`config.mk`:
```
export PLATFORM = sky130hd
export DESIGN_NAME = alarm_sequencer_flat
export DESIGN_NICKNAME = d
export VERILOG_FILES = /design/src/rtl/alarm_sequencer_if.sv /design/src/rtl/alarm_sequencer.sv /design/src/flat_wrapper.sv
export SDC_FILE = /design/constraint.sdc
export NUM_CORES = 1
export LEC_CHECK = 0
export BUFFER_PORTS_ARGS = -buffer_cell sky130_fd_sc_hd__buf_4
export CAP_MARGIN = 20
export CORE_ASPECT_RATIO = 0.9
export CORE_MARGIN = 10
export CORE_UTILIZATION = 40
export DETAILED_ROUTE_END_ITERATION = 8
export PLACE_DENSITY = 0.65
export SLEW_MARGIN = 25
export SYNTH_ARGS = -nofsm -noshare
export SYNTH_HDL_FRONTEND = slang
export SYNTH_SLANG_ARGS = --single-unit
```
`constraint.sdc`:
```
create_clock -name CLK -period 4.03 [get_ports CLK]
set_input_delay 0.6045 -clock CLK [delete_from_list [all_inputs] [get_ports CLK]]
set_output_delay 0.6045 -clock CLK [all_outputs]
set_load 0.02 [all_outputs]
```
`src/rtl/alarm_sequencer_if.sv`:
```
//------------------------------------------------------------------------------
// Module  : alarm_sequencer_if
// Brief   : Time/button inputs and status outputs of the alarm sequencer.
// Revision: 1.0 - initial release
//------------------------------------------------------------------------------
`default_nettype none

interface alarm_sequencer_if;
    logic        SEC_TICK;
    logic        ALARM_EN;
    logic [16:0] CURRENT_TIME;
    logic [16:0] ALARM_TIME;
    logic        STOP_BTN;
    logic        SNOOZE_BTN;
    logic        BUZZER_EN;
    logic [2:0]  ALARM_STATE;
    logic [1:0]  SNOOZE_CNT;
    logic [16:0] NEXT_ALARM;

    // master drives time and buttons, slave is the sequencer
    modport master (
        output SEC_TICK, ALARM_EN, CURRENT_TIME, ALARM_TIME, STOP_BTN, SNOOZE_BTN,
        input  BUZZER_EN, ALARM_STATE, SNOOZE_CNT, NEXT_ALARM
    );

    modport slave (
        input  SEC_TICK, ALARM_EN, CURRENT_TIME, ALARM_TIME, STOP_BTN, SNOOZE_BTN,
        output BUZZER_EN, ALARM_STATE, SNOOZE_CNT, NEXT_ALARM
    );
endinterface

`default_nettype wire

```
`src/rtl/alarm_sequencer.sv`:
```
//------------------------------------------------------------------------------
// Module  : alarm_sequencer
// Brief   : Alarm clock state machine with snooze, ring timeout and holdoff.
// Revision: 1.0 - initial release
//------------------------------------------------------------------------------
`default_nettype none

module alarm_sequencer #(
    parameter int SNOOZE_SEC       = 300,
    parameter int RING_TIMEOUT_SEC = 60,
    parameter int MAX_SNOOZE       = 3
) (
    input  wire logic         CLK,
    input  wire logic         RESETN,
    alarm_sequencer_if.slave  bus
);

    typedef enum logic [2:0] {
        S_IDLE     = 3'd0,
        S_ARMED    = 3'd1,
        S_RINGING  = 3'd2,
        S_SNOOZING = 3'd3,
        S_HOLDOFF  = 3'd4
    } state_t;

    localparam logic [17:0] c_snooze_sec   = 18'(SNOOZE_SEC);
    localparam logic [17:0] c_day_sec      = 18'd86400;
    localparam logic [5:0]  c_ring_last    = 6'(RING_TIMEOUT_SEC - 1);
    localparam logic [1:0]  c_max_snooze   = 2'(MAX_SNOOZE);

    state_t      r_state;
    logic        r_buzzer;
    logic [1:0]  r_snooze_cnt;
    logic [5:0]  r_ring_cnt;
    logic [16:0] r_snooze_target;

    state_t      w_state_nxt;
    logic [1:0]  w_snooze_cnt_nxt;
    logic [5:0]  w_ring_cnt_nxt;
    logic [16:0] w_snooze_target_nxt;
    logic [16:0] w_next_alarm;
    logic [17:0] w_snooze_sum;
    logic [16:0] w_snooze_calc;

    assign w_next_alarm = (r_snooze_cnt == 2'd0) ? bus.ALARM_TIME : r_snooze_target;
    assign w_snooze_sum = {1'b0, bus.CURRENT_TIME} + c_snooze_sec;

    // wrap the snooze target across midnight
    always_comb begin
        w_snooze_calc = w_snooze_sum[16:0];
        if (w_snooze_sum >= c_day_sec) begin
            w_snooze_calc = 17'(w_snooze_sum - c_day_sec);
        end
    end

    always_comb begin
        w_state_nxt         = r_state;
        w_snooze_cnt_nxt    = r_snooze_cnt;
        w_ring_cnt_nxt      = r_ring_cnt;
        w_snooze_target_nxt = r_snooze_target;

        if (!bus.ALARM_EN) begin
            w_state_nxt      = S_IDLE;
            w_snooze_cnt_nxt = 2'd0;
            w_ring_cnt_nxt   = 6'd0;
        end else begin
            case (r_state)
                S_IDLE: begin
                    w_state_nxt = S_ARMED;
                end
                S_ARMED: begin
                    if (bus.CURRENT_TIME == w_next_alarm) begin
                        w_state_nxt    = S_RINGING;
                        w_ring_cnt_nxt = 6'd0;
                    end
                end
                S_RINGING: begin
                    // stop beats snooze, any accepted button beats the timeout
                    if (bus.STOP_BTN) begin
                        w_state_nxt      = S_HOLDOFF;
                        w_snooze_cnt_nxt = 2'd0;
                        w_ring_cnt_nxt   = 6'd0;
                    end else if (bus.SNOOZE_BTN && (r_snooze_cnt < c_max_snooze)) begin
                        w_state_nxt         = S_SNOOZING;
                        w_snooze_cnt_nxt    = r_snooze_cnt + 2'd1;
                        w_snooze_target_nxt = w_snooze_calc;
                        w_ring_cnt_nxt      = 6'd0;
                    end else if (bus.SEC_TICK) begin
                        if (r_ring_cnt == c_ring_last) begin
                            w_state_nxt      = S_HOLDOFF;
                            w_snooze_cnt_nxt = 2'd0;
                            w_ring_cnt_nxt   = 6'd0;
                        end else begin
                            w_ring_cnt_nxt = r_ring_cnt + 6'd1;
                        end
                    end
                end
                S_SNOOZING: begin
                    if (bus.STOP_BTN) begin
                        w_state_nxt      = S_HOLDOFF;
                        w_snooze_cnt_nxt = 2'd0;
                    end else if (bus.CURRENT_TIME == r_snooze_target) begin
                        w_state_nxt    = S_RINGING;
                        w_ring_cnt_nxt = 6'd0;
                    end
                end
                S_HOLDOFF: begin
                    // wait out the matching second so the alarm cannot re-fire
                    if (bus.CURRENT_TIME != bus.ALARM_TIME) begin
                        w_state_nxt = S_ARMED;
                    end
                end
                default: begin
                    w_state_nxt      = S_IDLE;
                    w_snooze_cnt_nxt = 2'd0;
                    w_ring_cnt_nxt   = 6'd0;
                end
            endcase
        end
    end

    always_ff @(posedge CLK) begin
        if (!RESETN) begin
            r_state         <= S_IDLE;
            r_buzzer        <= 1'b0;
            r_snooze_cnt    <= 2'd0;
            r_ring_cnt      <= 6'd0;
            r_snooze_target <= 17'd0;
        end else begin
            r_state         <= w_state_nxt;
            r_buzzer        <= (w_state_nxt == S_RINGING);
            r_snooze_cnt    <= w_snooze_cnt_nxt;
            r_ring_cnt      <= w_ring_cnt_nxt;
            r_snooze_target <= w_snooze_target_nxt;
        end
    end

    assign bus.BUZZER_EN   = r_buzzer;
    assign bus.ALARM_STATE = r_state;
    assign bus.SNOOZE_CNT  = r_snooze_cnt;
    assign bus.NEXT_ALARM  = w_next_alarm;

endmodule

`default_nettype wire

```
`src/flat_wrapper.sv`:
```
// flat-port wrapper written by rule: the top's interface ports become plain ports
module alarm_sequencer_flat 
#(
    parameter int SNOOZE_SEC       = 300,
    parameter int RING_TIMEOUT_SEC = 60,
    parameter int MAX_SNOOZE       = 3
)
  (CLK, RESETN, bus_SEC_TICK, bus_ALARM_EN, bus_CURRENT_TIME, bus_ALARM_TIME, bus_STOP_BTN, bus_SNOOZE_BTN, bus_BUZZER_EN, bus_ALARM_STATE, bus_SNOOZE_CNT, bus_NEXT_ALARM);
  alarm_sequencer_if bus_i ();
  input  wire logic CLK;
  input  wire logic RESETN;
  input wire logic [$bits(bus_i.SEC_TICK)-1:0] bus_SEC_TICK;
  input wire logic [$bits(bus_i.ALARM_EN)-1:0] bus_ALARM_EN;
  input wire logic [$bits(bus_i.CURRENT_TIME)-1:0] bus_CURRENT_TIME;
  input wire logic [$bits(bus_i.ALARM_TIME)-1:0] bus_ALARM_TIME;
  input wire logic [$bits(bus_i.STOP_BTN)-1:0] bus_STOP_BTN;
  input wire logic [$bits(bus_i.SNOOZE_BTN)-1:0] bus_SNOOZE_BTN;
  output wire logic [$bits(bus_i.BUZZER_EN)-1:0] bus_BUZZER_EN;
  output wire logic [$bits(bus_i.ALARM_STATE)-1:0] bus_ALARM_STATE;
  output wire logic [$bits(bus_i.SNOOZE_CNT)-1:0] bus_SNOOZE_CNT;
  output wire logic [$bits(bus_i.NEXT_ALARM)-1:0] bus_NEXT_ALARM;
  assign bus_i.SEC_TICK = bus_SEC_TICK;
  assign bus_i.ALARM_EN = bus_ALARM_EN;
  assign bus_i.CURRENT_TIME = bus_CURRENT_TIME;
  assign bus_i.ALARM_TIME = bus_ALARM_TIME;
  assign bus_i.STOP_BTN = bus_STOP_BTN;
  assign bus_i.SNOOZE_BTN = bus_SNOOZE_BTN;
  assign bus_BUZZER_EN = bus_i.BUZZER_EN;
  assign bus_ALARM_STATE = bus_i.ALARM_STATE;
  assign bus_SNOOZE_CNT = bus_i.SNOOZE_CNT;
  assign bus_NEXT_ALARM = bus_i.NEXT_ALARM;
  alarm_sequencer #(.SNOOZE_SEC(SNOOZE_SEC), .RING_TIMEOUT_SEC(RING_TIMEOUT_SEC), .MAX_SNOOZE(MAX_SNOOZE)) u_core (.CLK(CLK), .RESETN(RESETN), .bus(bus_i));
endmodule
```
After elaboration in Yosys (flattened, before gate mapping)

Cells that the tools add are included.

Flip-flop bits (word level): 29
Output and inout bits: 23
Input port bits: 40

Reduce and logical (&&, ||, !) cells: 9
Magnitude comparators: 2
$add $sub $neg: 4
Bitwise gates (word level): 3
Mux-type cells: 26
Equality and inequality tests: 15

Operator list:

| operator                                                                               | count |
|---|---|
| 6-bit 2-to-1 mux                                                                       | 7 |
| 17-bit equality test                                                                   | 2 |
| 17-bit 2-to-1 mux                                                                      | 2 |
| 3-bit 2-to-1 mux                                                                       | 9 |
| 6-bit one-hot mux with 4 select lines                                                  | 1 |
| 17-bit by 9-bit adder with 18-bit output (second input constant)                       | 1 |
| 18-bit by 17-bit greater-or-equal comparator with 1-bit output (second input constant) | 1 |
| 17-bit inequality test                                                                 | 1 |
| 17-bit subtractor (second input constant)                                              | 1 |
| 3-bit one-hot mux with 5 select lines                                                  | 1 |
| 2-bit 2-to-1 mux                                                                       | 5 |
| 3-bit by 2-bit equality test with 1-bit output (second input constant)                 | 3 |
| 4-bit AND reduction                                                                    | 2 |
| 6-bit by 1-bit adder with 6-bit output (second input constant)                         | 1 |
| 6-bit equality test (second input constant)                                            | 1 |
| 2-bit one-hot mux with 3 select lines                                                  | 1 |
| 5-bit AND reduction                                                                    | 1 |
| 2-bit by 1-bit inequality test with 1-bit output (second input constant)               | 2 |
| 2-bit inequality test (second input constant)                                          | 2 |
| 4-bit by 2-bit inequality test with 1-bit output (second input constant)               | 1 |
| 4-bit by 3-bit inequality test with 1-bit output (second input constant)               | 1 |
| 3-bit by 1-bit equality test with 1-bit output (second input constant)                 | 1 |
| 3-bit equality test (second input constant)                                            | 1 |
| 3-bit logical NOT                                                                      | 1 |
| 8 further kinds                                                                        | 10 |

Logic depth before layout (Yosys ltp)

Gate-level depths: netlist (run 1).

Depth after elaboration: 8
Depth in mapped cells: 13
Mapped depth without buffers: 12

Least setup slack after synthesis (run 1)

Ideal clock, no wire load.

Path type: in2reg
Start: input bus_CURRENT_TIME[2]
End: register u_core.r_snooze_target[8]
Setup slack: 1.094 ns
Data arrival time: 2.820 ns
Setup time: 0.116 ns
Stages on the path: 13
Path through: buf_2 > inv_1 > ha_1 > nand2_1 > or4_4 > a211o_1 > a221oi_2 > o21ai_1 > a31oi_2 > buf_6 > mux2i_1 > nand2_1 > o211a_1

Word-level cells in the longest chain between the ends: 3
Elaborated cells on any way between the ends: 4
Those cells by class: add/sub (2); order compare (1); mux (1)

Ends and longest elaborated chain:

| element                                                                                             | RTL line                                     | source |
|---|---|---|
| start, declared                                                                                     | flat_wrapper.sv:14                           | `input wire logic [$bits(bus_i.CURRENT_TIME)-1:0] bus_CURRENT_TIME;` |
| 17-bit by 9-bit adder with 18-bit output *                                                          | alarm_sequencer.sv:46                        | `assign w_snooze_sum = {1'b0, bus.CURRENT_TIME} + c_snooze_sec;` |
| 17-bit subtractor or 18-bit by 17-bit greater-or-equal comparator with 1-bit output (tied branches) | alarm_sequencer.sv:52, alarm_sequencer.sv:51 |  |
| 17-bit 2-to-1 mux *                                                                                 | alarm_sequencer.sv:51                        | `if (w_snooze_sum >= c_day_sec) begin` |
| end signal, assigned                                                                                | alarm_sequencer.sv:134                       | `r_snooze_target <= w_snooze_target_nxt;` |
| end, declared                                                                                       | alarm_sequencer.sv:35                        | `logic [16:0] r_snooze_target;` |

Mark *: on every way between the ends. The rest lies on a longest branch, timed or not.
A chain may end at the register's enable or synchronous reset.

Worst setup path in the final report (run 1)

Start: register u_core.r_snooze_cnt[0] (netlist: u_core.bus.SNOOZE_CNT[0])
End: register u_core.r_ring_cnt[5]

Word-level cells in the longest chain between the ends: 5
Elaborated cells on any way between the ends: 11
Those cells by class: order compare (1); eq/ne (3); mux (4); reduce/logical (3)

Ends and longest elaborated chain:

| element                                                                                               | RTL line                                     | source |
|---|---|---|
| start, declared                                                                                       | alarm_sequencer.sv:33                        | `logic [1:0] r_snooze_cnt;` |
| start signal, assigned                                                                                | alarm_sequencer.sv:132                       | `r_snooze_cnt <= w_snooze_cnt_nxt;` |
| 2-bit logical NOT or 2-bit < comparator (tied branches)                                               | alarm_sequencer.sv:45, alarm_sequencer.sv:83 |  |
| 17-bit 2-to-1 mux or 1-bit logical AND (tied branches)                                                | alarm_sequencer.sv:45, alarm_sequencer.sv:83 |  |
| 17-bit equality test or 6-bit 2-to-1 mux (tied branches)                                              | alarm_sequencer.sv:72, alarm_sequencer.sv:83 |  |
| 2-bit by 1-bit inequality test with 1-bit output (no source line) or 6-bit 2-to-1 mux (tied branches) | -                                            |  |
| 5-bit AND reduction (no source line) or 6-bit one-hot mux with 4 select lines (tied branches)         | -                                            |  |
| end signal, assigned                                                                                  | alarm_sequencer.sv:133                       | `r_ring_cnt <= w_ring_cnt_nxt;` |
| end, declared                                                                                         | alarm_sequencer.sv:34                        | `logic [5:0] r_ring_cnt;` |

Several ways; a longest one is shown, not always the timed one.

==> results of run 1 <==
power by group:
group | leakage, uW | internal, uW | switching [uW] | total (uW)
Sequential | 0.000234 | 287 | 1.01 | 288
Combinational | 0.00102 | 97.8 | 122 | 219
Clock | 0.0000439 | 119 | 120 | 239
Total | 0.00130 | 504 | 242 | 746
registers in the layout, summed over array words and instances (netlist names):
signal / cells
u_core.bus.ALARM_STATE: 3
u_core.bus.BUZZER_EN: 1
u_core.bus.SNOOZE_CNT: 2
u_core.r_ring_cnt: 6
u_core.r_snooze_target: 17
layout make-up:
type	instances	share of cell area
Tap cell	90	0.0349
Sequential cell	29	0.180
Inverter	9	0.0105
Clock inverter	3	0.00542
Clock buffer	5	0.0213
Timing Repair Buffer	63	0.146
Multi-Input combinational cell	284	0.602
per-stage QoR:
step / hold WS [ns] / util / cells
floorplan: 0.453 / - / 346
global placement: 0.473 / 0.480 / 475
detailed placement: 0.483 / 0.480 / 475
CTS: 0.494 / 0.493 / 483
global route: 0.524 / 0.493 / 483
finish: 0.487 / 0.493 / 483
metal layers:
| layer | global-route usage | up-vias | part of all wire |
|---|---|---|---|
| li1 | - | 1300 | - |
| met1 | 0.221 | 1210 | 0.49 |
| met2 | 0.219 | 93 | 0.41 |
| met3 | 0.0577 | 4 | 0.087 |
| met4 | 0.0260 | 0 | 0.0060 |
| met5 | 0 | - | 0 |
logic make-up (layout without fill, tap and decap cells):
kind of cell / after synthesis / after routing / synth area share
AND/OR/NAND/NOR: 125 / 125 / 0.232
AO/OA/AOI/OAI: 70 / 70 / 0.179
XOR/XNOR: 64 / 64 / 0.209
buffers and inverters: 33 / 80 / 0.0575
flip-flops: 29 / 29 / 0.217
multiplexers: 20 / 20 / 0.0827
adder cells (fa/ha/maj): 5 / 5 / 0.0234
final timing paths:
check,end,start,cells after the start,slack (ns)
max,u_core.r_ring_cnt[5],u_core.bus.SNOOZE_CNT[0],12,0.58
min,u_core.r_ring_cnt[5],u_core.r_ring_cnt[5],2,0.49
max reg2reg,u_core.r_ring_cnt[5],u_core.bus.SNOOZE_CNT[0],12,0.58
min reg2reg,u_core.r_ring_cnt[5],u_core.r_ring_cnt[5],2,0.49
cell usage in the layout, fill, tap and decap left out, types with 3 or more instances in the layout:
cell / count
xnor2_1: 43
nand3_1: 12
mux2_2: 17
buf_4: 63
o21ai_0: 15
nor2_1: 29
xor2_1: 21
nor4_1: 7
a211oi_1: 4
a21boi_0: 6
mux2i_1: 3
clkbuf_8: 5
and3_1: 3
ha_1: 5
and2_1: 5
o211a_1: 5
a21oi_1: 14
nand4_1: 8
o311ai_1: 3
nand2_1: 35
nor2b_1: 4
inv_1: 9
nor3_1: 6
dfxtp_1: 29
nand2b_1: 4
o21ai_1: 5
critical path, cell delays in order, from the launching register on:
cell and delay, ns:
dfxtp_1 0.34, inv_1 0.07, ha_1 0.42, buf_4 0.28
mux2_2 0.37, xnor2_1 0.16, nand2_1 0.06, or3b_1 0.40
nor4_1 0.38, o21bai_1 0.29, nor2_1 0.36, nand3b_1 0.12
a21oi_1 0.14
==> reports/qor.json, run 1 <==
{
  "grt": {
    "gr-usage-all-layers": 0.156,
    "number_of_antenna_violations_at_the_first_check_in_global_routing": 0,
    "grt_pass1_wl_mm": 13.0,
    "grt.overflow.total": 0,
    "largest_net_degree_at_the_start_of_global_routing": 24,
    "number_of_global_route_vias_before_repair": 2477
  },
  "power": {
    "ir_worst_vdd_mv": 0.113,
    "total_leakage_power_uw": 0.00130,
    "power.density_mw_per_mm2": 231,
    "power.total_uw": 746
  },
  "cells_and_area": {
    "num-fill-cells": 651,
    "antenna_cells_inserted": 0,
    "multi_input_area_mm2": 0.00194,
    "area.growth.synth_to_final_pct": 20.6,
    "seq_cell_area_um2": 581,
    "finalNetCount": 437,
    "finish.instance_area_mm2": 0.00323,
    "share_of_post_route_cells_with_drive_strength_above_1": 0.239
  },
  "floorplanning": {
    "core-area_mm2": 0.00655,
    "floorplan.io_pins": 63,
    "die-area_mm2": 0.0104,
    "floorplan.rows": 28,
    "floorplan.initialDensity": 0.409,
    "chipWidth_um": 106,
    "dieHeight_um": 97.6
  },
  "place": {
    "post_place_setup_slack_ns": 0.607,
    "placement.cell_area_mm2": 0.00314,
    "port_buffers": 62,
    "placed_wire_length_estimate_after_detailed_placement_mm": 6.59,
    "gp_routability_congestion": 0.899
  },
  "synthesis": {
    "synth-seq-area-share": 0.217,
    "mappedNetlistArea_mm2": 0.00268,
    "async_reset_ff_frac": 0,
    "synth_cell_types": 52,
    "synthFlopType": "dfxtp_1",
    "postSynthRegisterBits": 29,
    "post_synth_edffs": 0,
    "synth_top_cells_by_area": "dfxtp_1 22%, xnor2_1 14%, mux2_2 7.1%, xor2_1 6.9%, nand2_1 4.9%",
    "syn_nets": 391,
    "netlist.top_cell.by_area": "dfxtp_1",
    "synth_common_cells": "43 x xnor2_1, 35 x nand2_1, 29 x dfxtp_1, 29 x nor2_1, 21 x xor2_1",
    "synth.yosys.warnings": 0,
    "synth.most_common_cell": "xnor2_1",
    "gate_count_after_technology_mapping": 346,
    "synth_top_area_share": 0.217,
    "synthesis.area_per_instance_um2": 7.74
  },
  "sta": {
    "finalSetupViolations": 0,
    "setup-tns-final_ns": 0,
    "min_period_ns": 3.45,
    "worstMarginPinSlew_ns": 0.743,
    "timing.clock.skew_ns": 0.00844,
    "setup_ws_ns": 0.576,
    "worst_slew_margin_rel": 0.505,
    "fmaxAchievable_mhz": 290,
    "hold_viol": 0,
    "finalCritPeriodShare": 0.857,
    "rsz0062_at_grt": "false",
    "slew_violations": 0
  },
  "clock_network": {
    "tritoncts.num_buffers": 5,
    "tritoncts_num_sinks": 29,
    "tritoncts": "done",
    "cts-htree-levels": 2,
    "cts_hold_buf": 0,
    "clockRootBuffer": "clkbuf_8",
    "clkLatencyLatePin_ns": 0.29,
    "cts.reportedPaths.clkPinSlew_ns": 0.07,
    "cts.path.max_buffers": 2,
    "cts_resized": 0,
    "cts.repair_timing.setup_buffer_count": 0
  },
  "job": {
    "max_cap_violations": 0
  },
  "drt": {
    "wl_per_cell_um": 17.0,
    "first_pass_iters": 5,
    "routed_wirelength_mm": 8.19,
    "drt_iter0_drc": 216,
    "via_per_inst": 5.40,
    "drc_errors": 0,
    "ant_nets": 0,
    "vias": 2607
  },
  "run_status": {
    "result_of_the_run": "completed"
  },
  "critical_path": {
    "worstPathRequired_ns": 4.25,
    "critPathMaxFanout": 9,
    "critPathLaunchType": "flip-flop",
    "cp-end-kind": "flip-flop",
    "timing.setup.critical_path_class": "reg2reg",
    "critical_path_arrival_ns": 3.67
  },
  "hold_path": {
    "path_category_of_the_worst_min_delay_check": "reg2reg"
  }
}
Note: power is estimated with default switching activity, not from simulation.
==> inputs of run 2 (changes only) <==
CORE_MARGIN = 2   (was 10)
==> run 2 against run 1 <==
  * Sequential power hardly changed
  * Cell area unchanged
  * Final cell count is the same
  * Critical path depth unchanged
  * Largest power group unchanged
==> reports/qor.json, run 2 (synthesized netlist as in run 1, its figures left out) <==
{
  "hold_path": {
    "timing.hold.worst_path_depth": 2,
    "min_to": "u_core.r_ring_cnt[5]",
    "path_category_of_the_worst_min_delay_check": "reg2reg",
    "hp-start": "u_core.r_ring_cnt[5]"
  },
  "clock_network": {
    "cts.repair_timing.setup_buffer_count": 0,
    "cts_resized": 0,
    "cts.path.max_buffers": 2,
    "cts-htree-levels": 2,
    "tritoncts.num_buffers": 5,
    "tritoncts_num_sinks": 29,
    "clkLatencyLatePin_ns": 0.29,
    "cts.reportedPaths.clkPinSlew_ns": 0.07,
    "cts_hold_buf": 0,
    "tritoncts": "done",
    "clockRootBuffer": "clkbuf_8"
  },
  "power": {
    "seqPwrFrac": 0.386,
    "power.share.clock": 0.323,
    "total_leakage_power_uw": 0.00130,
    "p_switching_uw": 243,
    "comb_power_share": 0.292,
    "switching_share": 0.326,
    "p_int_uw": 504,
    "power.total_uw": 747,
    "power.density_mw_per_mm2": 231,
    "ir_worst_vdd_mv": 0.117
  },
  "cells_and_area": {
    "final_core_utilization": 0.496,
    "largest_reg_flops": 17,
    "registers.top_by_ff_count": "u_core.r_snooze_target",
    "finalNetCount": 437,
    "antenna_cells_inserted": 0,
    "num-fill-cells": 677,
    "finish.instance_area_mm2": 0.00323,
    "multi_input_area_mm2": 0.00194,
    "seq_cell_area_um2": 581,
    "share_of_post_route_cells_with_drive_strength_above_1": 0.239,
    "mostFrequentLayoutCell": "buf_4",
    "area.growth.synth_to_final_pct": 20.6,
    "commonest_cells_after_routing_fill_and_taps_aside": "63 x buf_4, 43 x xnor2_1, 35 x nand2_1"
  },
  "critical_path": {
    "cp-end-kind": "flip-flop",
    "reg2reg_setup_slack_ns": 0.57,
    "timing.setup.critical_path_class": "reg2reg",
    "critPathMaxFanout": 13,
    "timing.rr.start": "u_core.bus.SNOOZE_CNT[0]",
    "worstPathRequired_ns": 4.25,
    "worst-r2r-cell-count": 12,
    "critPathLaunchType": "flip-flop",
    "critical_path_arrival_ns": 3.68,
    "r2r-end": "u_core.r_ring_cnt[5]"
  },
  "grt": {
    "grt.overflow.total": 0,
    "number_of_antenna_violations_at_the_first_check_in_global_routing": 0,
    "gr-usage-all-layers": 0.217,
    "largest_net_degree_at_the_start_of_global_routing": 24,
    "grt_pass1_wl_mm": 12.6,
    "number_of_global_route_vias_before_repair": 2428
  },
  "floorplanning": {
    "floorplan.io_pins": 63,
    "floorplan.initialDensity": 0.411,
    "core-area_mm2": 0.00652,
    "die-area_mm2": 0.00737,
    "floorplan.rows": 28,
    "chipWidth_um": 90.2,
    "dieHeight_um": 81.6
  },
  "sta": {
    "slew_violations": 0,
    "min_period_ns": 3.46,
    "setup_ws_ns": 0.567,
    "hold_viol": 0,
    "timing.clock.skew_ns": 0.00781,
    "setup-tns-final_ns": 0,
    "worst_slew_margin_rel": 0.480,
    "worstMarginPinSlew_ns": 0.772,
    "rsz0062_at_grt": "false",
    "fmaxAchievable_mhz": 289,
    "finalSetupViolations": 0,
    "finalCritPeriodShare": 0.859
  },
  "drt": {
    "routed_wirelength_mm": 7.76,
    "vias": 2624,
    "via_per_inst": 5.43,
    "first_pass_iters": 4,
    "wl_per_cell_um": 16.1,
    "drc_errors": 0,
    "drt_iter0_drc": 183,
    "ant_nets": 0
  },
  "place": {
    "gp_routability_congestion": 0.853,
    "placement.cell_area_mm2": 0.00314,
    "post_place_setup_slack_ns": 0.553,
    "port_buffers": 62,
    "placed_wire_length_estimate_after_detailed_placement_mm": 6.16
  },
  "job": {
    "max_cap_violations": 0
  },
  "run_status": {
    "result_of_the_run": "completed"
  }
}
## run 2: cell counts in the layout (fill, tap and decap cells not counted)
Identical to the previous run, type by type.
## run 2: worst max path at each step
stage,from,end,slack (ns),cells past startpoint
6_report,u_core.bus.SNOOZE_CNT[0],u_core.r_ring_cnt[5],0.57,12
5_1_grt,u_core.bus.SNOOZE_CNT[0],u_core.r_ring_cnt[2],0.1,12
4_1_cts,u_core.bus.SNOOZE_CNT[0],u_core.r_ring_cnt[5],0.55,12
3_5_place_dp,u_core.bus.SNOOZE_CNT[0],u_core.r_ring_cnt[5],0.55,12
3_3_place_gp,u_core.bus.SNOOZE_CNT[0],u_core.r_ring_cnt[5],0.67,12
2_1_floorplan,bus_CURRENT_TIME[2],u_core.r_snooze_target[8],1.09,13
## run 2: stage by stage
step           hold slack [ns]  instances
3_3_place_gp             0.479        475
3_5_place_dp             0.478        475
6_report                 0.489        483
5_1_grt                  0.521        483
2_1_floorplan            0.453        346
4_1_cts                  0.488        483
## run 2: final cells by class
| cell class | count | share of cell area |
|---|---|---|
| Multi-Input combinational cell | 284 | 0.602 |
| Clock buffer | 5 | 0.0213 |
| Timing Repair Buffer | 63 | 0.146 |
| Inverter | 9 | 0.0105 |
| Sequential cell | 29 | 0.180 |
| Tap cell | 90 | 0.0349 |
| Clock inverter | 3 | 0.00542 |
## run 2: layer usage
layer / up-vias / global-route usage / wire length (um)
met1: 1227 / 0.317 / 3900
met5: - / 0 / 0
met4: 0 / 0.0415 / 70
li1: 1298 / - / -
met3: 8 / 0.0486 / 529
met2: 91 / 0.330 / 3260
## run 2: power by group through the flow
stage	logic [uW]	clock network, uW	registers [uW]
after floorplan	141	0	295
after global placement	215	0	295
after detailed placement	215	0	295
after CTS	216	249	288
after global routing	236	267	288
final	218	241	288
## run 2: worst max-delay path: stages (launching register included)
cell and delay, ns:
dfxtp_1 0.35, inv_1 0.07, ha_1 0.58, buf_4 0.26, mux2_2 0.36, xor2_1 0.15, nor4_1 0.26, nand4b_1 0.14
nor4_1 0.35, o21bai_1 0.28, nor2_1 0.36, nand3b_1 0.11, a21oi_1 0.14
==> inputs of run 3 (changes only) <==
CORE_MARGIN = unset   (was 2)
CORE_UTILIZATION = 45   (was 40)
PLACE_DENSITY = 0.72   (was 0.65)
==> run 3 against run 2 <==
  * Non-clock buffer count stayed put
  * Count of clock-buffer cells in the layout increased by 2
  * Via count is 3.0% higher
  * Sequential share of layout area hardly changed
  * Highest routed layer unchanged
  * Hold slack worse by 0.0090 ns
  * Register-to-register slack worse by 0.04 ns
==> reports/qor.json, run 3 (synthesized netlist as in run 1, its figures left out) <==
{
  "sta": {
    "min_period_ns": 3.50,
    "setup-tns-final_ns": 0,
    "slew_violations": 0,
    "worst_slew_margin_rel": 0.437,
    "hold_viol": 0,
    "rsz0062_at_grt": "false",
    "timing.clock.skew_ns": 0.00871,
    "finalCritPeriodShare": 0.868,
    "finalSetupViolations": 0,
    "worstMarginPinSlew_ns": 0.837,
    "fmaxAchievable_mhz": 286
  },
  "power": {
    "comb_power_share": 0.263,
    "p_int_uw": 586,
    "power.density_mw_per_mm2": 257,
    "ir_worst_vdd_mv": 0.143,
    "p_switching_uw": 244,
    "power.share.clock": 0.390,
    "total_leakage_power_uw": 0.00131,
    "seqPwrFrac": 0.347,
    "switching_share": 0.294,
    "power.total_uw": 830
  },
  "drt": {
    "routed_wirelength_mm": 7.66,
    "wl_met2_mm": 3.42,
    "drt_iter0_drc": 163,
    "drc_errors": 0,
    "first_pass_iters": 5,
    "routed-wl-met3_um": 549,
    "vias": 2702,
    "via_per_inst": 5.84,
    "met1_length_mm": 3.59,
    "wl_per_cell_um": 16.5,
    "top_layer_used": "met4",
    "ant_nets": 0
  },
  "grt": {
    "largest_net_degree_at_the_start_of_global_routing": 24,
    "number_of_global_route_vias_before_repair": 2528,
    "number_of_antenna_violations_at_the_first_check_in_global_routing": 0,
    "grt_pass1_wl_mm": 12.4,
    "grt.overflow.total": 0,
    "gr-usage-all-layers": 0.254
  },
  "cells_and_area": {
    "multi_input_area_mm2": 0.00194,
    "final-instance-count-excl-fill": 463,
    "num-fill-cells": 530,
    "largest_reg_flops": 17,
    "antenna_cells_inserted": 0,
    "area.growth.synth_to_final_pct": 20.8,
    "commonest_cells_after_routing_fill_and_taps_aside": "63 x buf_4, 43 x xnor2_1, 35 x nand2_1",
    "share_of_post_route_cells_with_drive_strength_above_1": 0.237,
    "seq_cell_area_um2": 581,
    "finalNetCount": 437,
    "registers.top_by_ff_count": "u_core.r_snooze_target",
    "mostFrequentLayoutCell": "buf_4"
  },
  "job": {
    "max_cap_violations": 0
  },
  "floorplanning": {
    "chipWidth_um": 83.3,
    "floorplan.io_pins": 63,
    "floorplan.initialDensity": 0.470,
    "core-area_mm2": 0.00569,
    "die-area_mm2": 0.00626,
    "floorplan.rows": 26,
    "dieHeight_um": 75.2
  },
  "critical_path": {
    "worstPathRequired_ns": 4.24,
    "timing.setup.critical_path_class": "reg2reg",
    "timing.rr.start": "u_core.bus.SNOOZE_CNT[0]",
    "cp-end-kind": "flip-flop",
    "critPathLaunchType": "flip-flop",
    "critPathMaxFanout": 11,
    "worst_setup_path_startpoint": "u_core.bus.SNOOZE_CNT[0]",
    "critical_path_arrival_ns": 3.71
  },
  "clock_network": {
    "tritoncts_num_sinks": 29,
    "cts_hold_buf": 0,
    "tritoncts": "done",
    "cts.reportedPaths.clkPinSlew_ns": 0.07,
    "clkLatencyLatePin_ns": 0.28,
    "tritoncts.num_buffers": 5,
    "cts_resized": 0,
    "cts.repair_timing.setup_buffer_count": 0,
    "clockRootBuffer": "clkbuf_8",
    "cts-htree-levels": 2,
    "cts.path.max_buffers": 2
  },
  "place": {
    "port_buffers": 62,
    "placed_wire_length_estimate_after_detailed_placement_mm": 6.12,
    "place_inst": 455,
    "gp_routability_congestion": 0.887
  },
  "hold_path": {
    "hp-start": "u_core.r_snooze_target[15]",
    "path_category_of_the_worst_min_delay_check": "reg2reg"
  },
  "run_status": {
    "result_of_the_run": "completed"
  }
}
-- run 3: area by class of cell --
type                       instances  area share
multi-input combinational        284       0.601
sequential                        29       0.179
tap                               70      0.0271
inverter                           9      0.0104
clock inverter                     1     0.00928
timing repair buffer              63       0.146
clock buffer                       7      0.0267
-- run 3: metal layers --
layer,global-route usage,vias to the layer above
met3,0.0482,9
li1,-,1306
met4,0.0709,0
met5,0,-
met2,0.421,120
met1,0.341,1267
-- run 3: path summary, 6_finish.rpt --
check                           cells past startpoint  slack [ns]                          to
worst min register to register                      2        0.48  u_core.r_snooze_target[15]
worst max register to register                     12        0.53        u_core.r_ring_cnt[5]
worst max-delay path                               12        0.53        u_core.r_ring_cnt[5]
worst min-delay path                                2        0.48  u_core.r_snooze_target[15]
-- run 3: per-stage QoR --
step	hold slack (ns)	area (um2)	utilization	setup slack [ns]
final	0.480	3230	0.568	0.531
after global routing	0.518	3230	0.568	0.220
after CTS	0.484	3230	0.568	0.529
after detailed placement	0.473	3120	0.548	0.576
after global placement	0.470	3120	0.548	0.655
after floorplan	0.453	2680	-	1.09
-- run 3: power groups by stage --
stage / registers, uW / clock network [uW] / logic [uW]
6_report: 288 / 324 / 218
5_1_grt: 288 / 340 / 237
4_1_cts: 288 / 325 / 217
3_5_place_dp: 295 / 0 / 216
3_3_place_gp: 295 / 0 / 213
2_1_floorplan: 295 / 0 / 141
-- run 3: worst max-delay path: stages (launching register included) --
cell      delay [ns]
dfxtp_1         0.35
inv_1           0.07
ha_1            0.35
buf_4           0.29
mux2_2          0.38
xnor2_1         0.17
nand2_1         0.07
or3b_1          0.39
nor4_1          0.44
o21bai_1        0.29
nor2_1          0.36
nand3b_1        0.13
a21oi_1         0.15
